File: src/rtl/hex_score_ctrl.sv
// hex_score_ctrl: binary score/timer value to BCD digits and 7-segment HEX drive.
// Serial shift-add-3 conversion (one bit per clock), saturation to 10^NDIG-1,
// leading-zero blanking and one hex_decoder per digit.
// Optional display blinking is compiled in when the macro HEX_BLINK_EN is defined.

// Active-low 7-segment decoder, segment order {g,f,e,d,c,b,a}.
module hex_decoder (
  input  logic [3:0] bin_i,
  output logic [6:0] seg_o
);

  // Map one nibble to its active-low segment pattern.
  always_comb begin
    case (bin_i)
      4'h0:    seg_o = 7'b1000000;
      4'h1:    seg_o = 7'b1111001;
      4'h2:    seg_o = 7'b0100100;
      4'h3:    seg_o = 7'b0110000;
      4'h4:    seg_o = 7'b0011001;
      4'h5:    seg_o = 7'b0010010;
      4'h6:    seg_o = 7'b0000010;
      4'h7:    seg_o = 7'b1111000;
      4'h8:    seg_o = 7'b0000000;
      4'h9:    seg_o = 7'b0010000;
      4'hA:    seg_o = 7'b0001000;
      4'hB:    seg_o = 7'b0000011;
      4'hC:    seg_o = 7'b1000110;
      4'hD:    seg_o = 7'b0100001;
      4'hE:    seg_o = 7'b0000110;
      4'hF:    seg_o = 7'b0001110;
      default: seg_o = 7'b1111111;
    endcase
  end

endmodule

module hex_score_ctrl #(
  parameter int WIDTH     = 14,
  parameter int NDIG      = 4,
  parameter int BLINK_DIV = 12500000
) (
  input  logic                clock,
  input  logic                resetn,
  input  logic [WIDTH-1:0]    value_in,
  input  logic                load,
  input  logic                blink,
  output logic                ready,
  output logic                done,
  output logic                ovf,
  output logic [4*NDIG-1:0]   digits,
  output logic [7*NDIG-1:0]   hex
);

  localparam int          BW        = 4 * NDIG;
  localparam int          CW        = $clog2(WIDTH + 1);
  localparam logic [63:0] MAXV      = 64'(10 ** NDIG - 1);
  // Reset display: digit 0 shows "0", every higher digit blank.
  localparam logic [NDIG-1:0] BLANK_RST = ~(NDIG'(1'b1));

  typedef enum logic [1:0] {
    ST_IDLE   = 2'd0,
    ST_SHIFT  = 2'd1,
    ST_UPDATE = 2'd2
  } state_e;

  state_e          state_q;
  logic            ready_q;
  logic            done_q;
  logic            ovf_q;
  logic [BW-1:0]   digits_q;
  logic [NDIG-1:0] blank_q;
  logic [WIDTH-1:0] bin_q;
  logic [BW-1:0]   bcd_q;
  logic [CW-1:0]   cnt_q;

  logic [63:0]      value_ext_s;
  logic             sat_s;
  logic [WIDTH-1:0] sat_val_s;
  logic [BW-1:0]    bcd_adj_s;
  logic [BW-1:0]    bcd_shift_d;
  logic [NDIG-1:0]  blank_d;
  logic             nz_s;
  logic             phase_s;
  logic             unused_s;

  assign value_ext_s = 64'(value_in);

  // Clamp out-of-range inputs to the largest displayable value.
  always_comb begin
    if (value_ext_s > MAXV) begin
      sat_s     = 1'b1;
      sat_val_s = MAXV[WIDTH-1:0];
    end else begin
      sat_s     = 1'b0;
      sat_val_s = value_in;
    end
  end

  // Double-dabble correction: add 3 to every nibble that is 5 or more.
  always_comb begin
    bcd_adj_s = bcd_q;
    for (int i = 0; i < NDIG; i++) begin
      if (bcd_q[4*i +: 4] >= 4'd5) begin
        bcd_adj_s[4*i +: 4] = bcd_q[4*i +: 4] + 4'd3;
      end else begin
        bcd_adj_s[4*i +: 4] = bcd_q[4*i +: 4];
      end
    end
  end

  // The corrected accumulator takes the next binary MSB; the top bit drops off.
  assign bcd_shift_d = {bcd_adj_s[BW-2:0], bin_q[WIDTH-1]};

  // Leading-zero mask: digit i blank when it and all higher digits are zero.
  always_comb begin
    nz_s    = 1'b0;
    blank_d = '0;
    for (int i = NDIG - 1; i >= 1; i--) begin
      nz_s       = nz_s | (bcd_q[4*i +: 4] != 4'd0);
      blank_d[i] = ~nz_s;
    end
  end

  // Conversion FSM with registered handshake and display outputs.
  always_ff @(posedge clock or negedge resetn) begin
    if (!resetn) begin
      state_q  <= ST_IDLE;
      ready_q  <= 1'b1;
      done_q   <= 1'b0;
      ovf_q    <= 1'b0;
      digits_q <= '0;
      blank_q  <= BLANK_RST;
      bin_q    <= '0;
      bcd_q    <= '0;
      cnt_q    <= '0;
    end else begin
      done_q <= 1'b0;
      case (state_q)
        ST_IDLE: begin
          if (load) begin
            bin_q   <= sat_val_s;
            ovf_q   <= sat_s;
            bcd_q   <= '0;
            cnt_q   <= CW'(WIDTH);
            ready_q <= 1'b0;
            state_q <= ST_SHIFT;
          end else begin
            ready_q <= 1'b1;
          end
        end
        ST_SHIFT: begin
          bcd_q <= bcd_shift_d;
          bin_q <= bin_q << 1;
          cnt_q <= cnt_q - CW'(1);
          if (cnt_q == CW'(1)) begin
            state_q <= ST_UPDATE;
          end else begin
            state_q <= ST_SHIFT;
          end
        end
        ST_UPDATE: begin
          digits_q <= bcd_q;
          blank_q  <= blank_d;
          done_q   <= 1'b1;
          ready_q  <= 1'b1;
          state_q  <= ST_IDLE;
        end
        default: begin
          state_q <= ST_IDLE;
          ready_q <= 1'b1;
          cnt_q   <= '0;
        end
      endcase
    end
  end

`ifdef HEX_BLINK_EN
  localparam int BCW = (BLINK_DIV > 1) ? $clog2(BLINK_DIV) : 1;

  logic [BCW-1:0] blink_cnt_q;
  logic           phase_q;

  // Blink timebase: toggle phase every BLINK_DIV cycles while blink is held.
  always_ff @(posedge clock or negedge resetn) begin
    if (!resetn) begin
      blink_cnt_q <= '0;
      phase_q     <= 1'b0;
    end else if (!blink) begin
      blink_cnt_q <= '0;
      phase_q     <= 1'b0;
    end else if (blink_cnt_q == BCW'(BLINK_DIV - 1)) begin
      blink_cnt_q <= '0;
      phase_q     <= ~phase_q;
    end else begin
      blink_cnt_q <= blink_cnt_q + BCW'(1);
    end
  end

  assign phase_s  = phase_q;
  assign unused_s = bcd_adj_s[BW-1];
`else
  assign phase_s  = 1'b0;
  assign unused_s = ^{bcd_adj_s[BW-1], blink, (BLINK_DIV != 0)};
`endif

  // One decoder per digit; blanked or blink-off digits show nothing.
  for (genvar g = 0; g < NDIG; g++) begin : g_dig
    logic [6:0] seg_s;
    hex_decoder u_dec (
      .bin_i (digits_q[4*g +: 4]),
      .seg_o (seg_s)
    );
    assign hex[7*g +: 7] = (blank_q[g] | phase_s) ? 7'h7F : seg_s;
  end

  assign ready  = ready_q;
  assign done   = done_q;
  assign ovf    = ovf_q;
  assign digits = digits_q;

endmodule

File: config.mk
export PLATFORM = sky130hd
export DESIGN_NAME = hex_score_ctrl
export DESIGN_NICKNAME = d
export VERILOG_FILES = /design/src/rtl/hex_score_ctrl.sv
export SDC_FILE = /design/constraint.sdc
export NUM_CORES = 1
export LEC_CHECK = 0
export BUFFER_PORTS_ARGS = -buffer_cell sky130_fd_sc_hd__buf_2
export CAP_MARGIN = 0
export CELL_PAD_IN_SITES_DETAIL_PLACEMENT = 0
export CELL_PAD_IN_SITES_GLOBAL_PLACEMENT = 1
export CORE_MARGIN = 1.5
export CORE_UTILIZATION = 45
export DETAILED_ROUTE_END_ITERATION = 10
export GPL_TIMING_DRIVEN = 0
export PLACE_DENSITY_LB_ADDON = 0.1
export SYNTH_ARGS = -nofsm -noshare
export SYNTH_HDL_FRONTEND = slang
export SYNTH_SLANG_ARGS = --single-unit
export TNS_END_PERCENT = 100
File: constraint.sdc
create_clock -name clock -period 3.2 [get_ports clock]
set_input_delay 0.16 -clock clock [delete_from_list [all_inputs] [get_ports clock]]
set_output_delay 0.16 -clock clock [all_outputs]
set_load 0.03 [all_outputs]
# ---- After elaboration in Yosys (flattened, before gate mapping)
# Memories as Yosys holds them, arrays and structs flattened.
# Cells that the tools add are included.
dict set report word_totals {
  ff_bits 58
  rom_bits 448
  input_bits 18
  out_inout_bits 47
  elab_cells 62
  memories 4
}
# name depth word_bits read_ports rd_clocked_by_memory_dff write_ports line_no
set mem_list {}
lappend mem_list {{(name not given)} 16 7 1 0 0 14} ;# case (bin_i)
lappend mem_list {{(name not given)} 16 7 1 0 0 14}
lappend mem_list {{(name not given)} 16 7 1 0 0 14}
lappend mem_list {{(name not given)} 16 7 1 0 0 14}
dict set report op_classes {
  n_addsub 5
  n_lt_le_gt_ge 5
  eq_ne 4
  n_mux 21
  bitwise_logic 6
  reduce_logical 8
}
# operator n
set ops {}
lappend ops {{$pmux W16 S2} 1}
lappend ops {{$mux W14} 2}
lappend ops {{$pmux W14 S2} 1}
lappend ops {{$mux W7} 3}
lappend ops {{$ge A4 B3 Y1 const B} 4}
lappend ops {{$mux W16} 1}
lappend ops {{$mux W4} 4}
lappend ops {{$gt A14 B14 Y1 const B} 1}
lappend ops {{$add A4 B2 Y4 const B} 3}
lappend ops {{$pmux W4 S3} 1}
lappend ops {{$reduce_bool A4 Y1} 3}
lappend ops {{$reduce_and A2 Y1} 3}
lappend ops {{$eq A4 B1 Y1 const B} 1}
lappend ops {{$mux W2} 2}
lappend ops {{$not A1 Y1} 4}
lappend ops {{$pmux W2 S2} 1}
lappend ops {{$sub A4 B1 Y4 const B} 1}
lappend ops {{$add A3 B2 Y3 const B} 1}
lappend ops {{$mux W1} 3}
lappend ops {{$mux W3} 1}
lappend ops {{$eq A2 B1 Y1 const B} 1}
lappend ops {{$eq A2 B2 Y1 const B} 1}
lappend ops {{$logic_not A2 Y1} 1}
lappend ops {{$ne A2 B2 Y1 const B} 1}
lappend ops {{other kinds (3)} 4}

# ---- Logic depth before layout (Yosys ltp)
dict set report logic_depth {
  word_depth 4
  depth_mapped 6
}

# ---- Hierarchy
# Synthesis repeated with hierarchy kept, for this count alone.
dict set report hier_totals {
  hier_cells 406
  area_unflattened_um2 3965.1
}
# module instances cells_each area_each_um2
set modules_own_cells {}
lappend modules_own_cells {hex_score_ctrl 1 275 2869.0}
lappend modules_own_cells {{hex_decoder (g_dig[1].u_dec ...)} 3 32 275.3}
lappend modules_own_cells {{hex_decoder (g_dig[0].u_dec)} 1 35 270.3}

# ---- Least setup slack after synthesis
# OpenSTA, ideal clock, no wires.
dict set report synth_path {
  path_kind {reg2out}
  from {reg digits_q[8] (netlist: digits[8])}
  to {out hex[17]}
  arrival_ns 1.870
  path_slack_ns 1.170
  stages_incl_launch_ff 6
  n_path_buf 0
  cell_sequence {dfrtp_1 -> inv_1 -> ha_1 -> inv_1 -> mux4_2 -> or2_2}
}
dict set report synth_between {
  elab_chain_cells 2
}
# item line_no
set synth_lines {}
lappend synth_lines {{start: declaration} 70} ;# logic [BW-1:0] digits_q;
lappend synth_lines {{start signal: assignment} 162} ;# digits_q <= bcd_q;
lappend synth_lines {{$mem_v2 Z16 W7} --}
lappend synth_lines {{$mux W7} 213} ;# assign hex[7*g +: 7] = (blank_q[g] | phase_s) ? 7'h7F : seg_s;
lappend synth_lines {{end: declaration} 51} ;# output logic [7*NDIG-1:0] hex
# No other way between the ends.

# ---- Worst setup path in the final report
dict set report layout_path {
  from {reg digits_q[4] (netlist: digits[4])}
  to {out hex[10]}
}
# The elaborated chain is that of the path after synthesis.

==> out/summary.md <==
Across the VDD grid, the largest voltage drop is 0.4567 mV. The tools report the final cell utilization of the core as 0.5386. Between clock sinks in the finished design, the worst skew comes to 0.004470 ns. Static timing analysis puts the maximum clock frequency at 424.2 MHz.

The sequential element share of the synthesized area is 0.3872, and the reported leakage power is 2.187 nW. The length of the first detailed-routing pass in iterations came out at 4. For the final-layout setup total negative slack, the log shows 0 ns. The number of nets handed over by synthesis was 448. Clock-pin slew was measured on the worst setup and hold paths at 0.06 ns. The count of nets left with antenna violations once routing finished came out at 0.

For the number of max-slew violations in the final report, the log shows 0. After clock tree synthesis, the setup repair step added 0 buffers. The tools report the count of inserted antenna diode cells as 0. For the worst setup path, the data required time is 3.04 ns.

The final period utilization was 0.7366. After detailed placement, the design holds a cell count of 562. The total of flip-flops plus latches after synthesis was 58; the post-route worst hold slack was 0.05212 ns. In this run, the number of DRC markers left after iteration 0 of detailed routing was 215. The number of global-route vias before repair was 2862; the mean instance size in the synthesized netlist was 9.546 sq um. Synthesis instantiated 45 different standard cells from the library.

The top cell type by total area after synthesis is sky130_fd_sc_hd__dfrtp_1. Data on the critical path arrives at its endpoint at 2.20 ns. The total of max-cap violations was 0. Of all nets on the critical path, the largest fanout is 8. Ranked by total cell area, the synthesized netlist is headed by sky130_fd_sc_hd__dfrtp_1 36%, sky130_fd_sc_hd__ha_1 12%, sky130_fd_sc_hd__mux2_2 4.2%, sky130_fd_sc_hd__o21ai_0 4.0%, sky130_fd_sc_hd__nand2_1 3.7%.

The run gives 8915 sq um as the die area. The clock net in this run drives a total of 58 sinks. STA classifies the critical path startpoint as a flop. The overall power after layout is 4.740 mW, and the total clock buffers created by CTS is 9.

After the flow finishes, the layout carries non-filler instances totaling 579. Sort of element at the end of the critical path: a primary output. The horizontal die dimension is 94.42 microns. The floorplan row count was 33; the met3 wire length was 267 microns. Setup repair after global routing left no endpoint under its margin. The measured slew at the worst slew-check pin is 0.9396 ns, and the height of the chip is 94.42 microns. Share of the synthesized area in the top cell type: 0.3593.

The cell chosen for the clock root is sky130_fd_sc_hd__clkbuf_8. The logs give 0.7851 for the global placer's final weighted congestion and 3979 microns for the met1 wire length. The power per cell area is 1076 nW/um^2. Setup violations remaining at the end of the flow were counted as 0.

The tools report the total track usage as 0.2000. In the final routed layout, each cell accounts on average for 14.13 microns. TritonCTS built the clock tree. The via count is 3118. The flow ran to the end, and the final reports show no timing, DRC or antenna violations.

From synthesis to final layout, the design area changed by 17.07%. The final critical path time including I/O delays and setup is 2.357 ns, and the number of instances in the synthesized netlist is 394. The logs give 0 for the count of synthesis-stage warnings from yosys and 8175 sq um for the core area. The run gives 0 as the global route total overflow. The average vias per placed instance came out at 5.385.

For this run, the post-layout net count is 523. The tools report the detailed placer's ending HPWL as 5870 microns. The final layout contains routed wiring with a total length of 8184 microns. At the later pin of the worst-skew pair, clock insertion delay measures 0.34 ns. The run gives 65 as the number of ports placed on the die boundary.

In this run the top signal layer used is met4. After detailed routing, the met2 layer carries 3818 microns of wire. The critical setup path kind is reg -> out. The share of layout cells above drive strength 1 is 0.2447. The first global-routing pass estimated 13920 microns of wire.

For the max-slew headroom at the worst pin, the log shows 0.3654. The logs give 59 for the maximum number of pins on one net before global-route repair and 3761 sq um for the combined area of all synthesized cells. The maximum root-to-sink buffer count was 2.

The run gives 0 as the number of remaining DRC errors. The number of antenna violations at the first check in global routing was 0; the number of levels the H-tree was split into was 3. The final hold violation count was 0. The tools report the starting utilization of the core area as 0.4601. The worst hold-check path type was in -> reg. Input and output buffers added on the ports amount to 63.
==> repair_timing <==
item,in CTS,in global routing
endpoints found under the hold margin,0,54
gates resized for setup,0,0
hold buffers,0,1
setup endpoints to repair,0,0
==> area by class of cell <==
type | instances | area (sq um)
fillers | 782 | 3772
well taps | 105 | 131.4
repair buffers | 64 | 327.8
plain buffers | 24 | 106.4
clock buffers | 14 | 172.7
flip-flops and latches | 58 | 1456
clock inverters | 2 | 10.01
inverters | 29 | 108.9
multi-input cells | 283 | 2090
==> sequential cells by signal (all words and copies together) (netlist names) <==
register and flops:
bcd_q 16, digits 16, cnt_q 4, state_q 2, bin_q 14, ready 1
done 1, blank_q 3, ovf 1
==> power by group <==
part           internal [mW]  leakage (nW)  switching, mW  total (mW)
Sequential              1.05         0.730          0.290        1.34
Clock                  0.342        0.0965          0.280       0.622
Combinational           1.08          1.36           1.70        2.78
==> placed cells by master (no fill, tap or decap), types with 5 or more instances in the layout <==
cell type | netlist | routed
sky130_fd_sc_hd__a211o_1 | 6 | 6
sky130_fd_sc_hd__a21oi_1 | 15 | 15
sky130_fd_sc_hd__a221o_1 | 6 | 6
sky130_fd_sc_hd__a222oi_1 | 6 | 6
sky130_fd_sc_hd__a31oi_1 | 5 | 5
sky130_fd_sc_hd__buf_2 | 13 | 75
sky130_fd_sc_hd__clkbuf_1 | 9 | 11
sky130_fd_sc_hd__clkbuf_8 | 0 | 12
sky130_fd_sc_hd__dfrtp_1 | 54 | 54
sky130_fd_sc_hd__ha_1 | 36 | 36
sky130_fd_sc_hd__inv_1 | 29 | 29
sky130_fd_sc_hd__mux2_2 | 14 | 14
sky130_fd_sc_hd__mux2i_1 | 13 | 13
sky130_fd_sc_hd__nand2_1 | 37 | 37
sky130_fd_sc_hd__nand2b_1 | 8 | 8
sky130_fd_sc_hd__nor2_1 | 26 | 26
sky130_fd_sc_hd__nor2b_1 | 8 | 8
sky130_fd_sc_hd__nor3_1 | 7 | 7
sky130_fd_sc_hd__o21ai_0 | 30 | 30
sky130_fd_sc_hd__o22ai_1 | 12 | 12
sky130_fd_sc_hd__o31ai_1 | 5 | 5
sky130_fd_sc_hd__xnor2_1 | 5 | 5
==> routing by layer <==
metal,GRT usage,up-vias
met4,0.07338,0
met2,0.3219,63
li1,-,1554
met3,0.03382,12
met5,0,-
met1,0.2707,1489
==> worst paths after layout <==
kind	start	to	slack (ns)	depth (start not counted)
setup / recovery	digits[4]$_DFFE_PN0P_	hex[10]	0.84	6
hold / removal	value_in[4]	bin_q[4]$_DFFE_PN0P_	0.05	3
setup reg to reg	state_q[1]$_DFFE_PN0N_	bin_q[3]$_DFFE_PN0P_	1.48	5
hold reg to reg	ready$_DFFE_PN1N_	ready$_DFFE_PN1N_	0.47	2
max in group asynchronous	resetn	bin_q[0]$_DFFE_PN0P_	2.30	2
min in group asynchronous	resetn	digits[11]$_DFFE_PN0P_	0.43	2
==> cells in the mapped netlist (all sizes together) <==
master	count
and4bb	1
dfstp	4
o211ai	2
a21oi	16
nor2b	8
or3	4
o21ai	32
mux2	14
o32ai	1
nand2b	8
inv	29
mux2i	13
a221o	6
or4b	1
a311o	1
nand4	1
o41ai	1
or2	5
nor2	26
or3b	1
xnor2	5
and3b	1
a22o	4
ha	36
and4	1
buf	15
nor3b	4
a32o	4
nor3	7
o31ai	5
clkbuf	9
a31oi	5
o21a	4
dfrtp	54
o22ai	12
nand3	1
nand2	37
mux4	3
a222oi	6
and3	1
a211o	6
==> logic make-up (layout without fill, tap and decap cells) <==
| family | Yosys count | after routing | share of synthesized area |
|---|---|---|---|
| adder cells (fa/ha/maj) | 36 | 36 | 0.1198 |
| buffers and inverters | 53 | 133 | 0.05722 |
| XOR/XNOR | 5 | 5 | 0.01164 |
| AND/OR/NAND/NOR | 107 | 107 | 0.1394 |
| flip-flops | 58 | 58 | 0.3872 |
| multiplexers | 30 | 30 | 0.09447 |
| AO/OA/AOI/OAI | 105 | 105 | 0.1903 |
==> stage by stage <==
| stage | setup WS, ns | instance area (sq um) |
|---|---|---|
| after detailed placement | 1.200 | 4208 |
| after global placement | 1.206 | 4208 |
| final | 0.8428 | 4403 |
| after CTS | 0.8196 | 4390 |
| after floorplan | 1.170 | 3761 |
| after global routing | 0.7216 | 4403 |
==> worst max-delay path, cell delays in order, from the launching register on <==
cell                      delay [ns]
sky130_fd_sc_hd__dfrtp_1        0.47
sky130_fd_sc_hd__inv_1          0.15
sky130_fd_sc_hd__ha_1           0.30
sky130_fd_sc_hd__inv_1          0.05
sky130_fd_sc_hd__mux4_2         0.44
sky130_fd_sc_hd__or2_2          0.28
sky130_fd_sc_hd__buf_2          0.18
(Power assumes the default switching activity.)
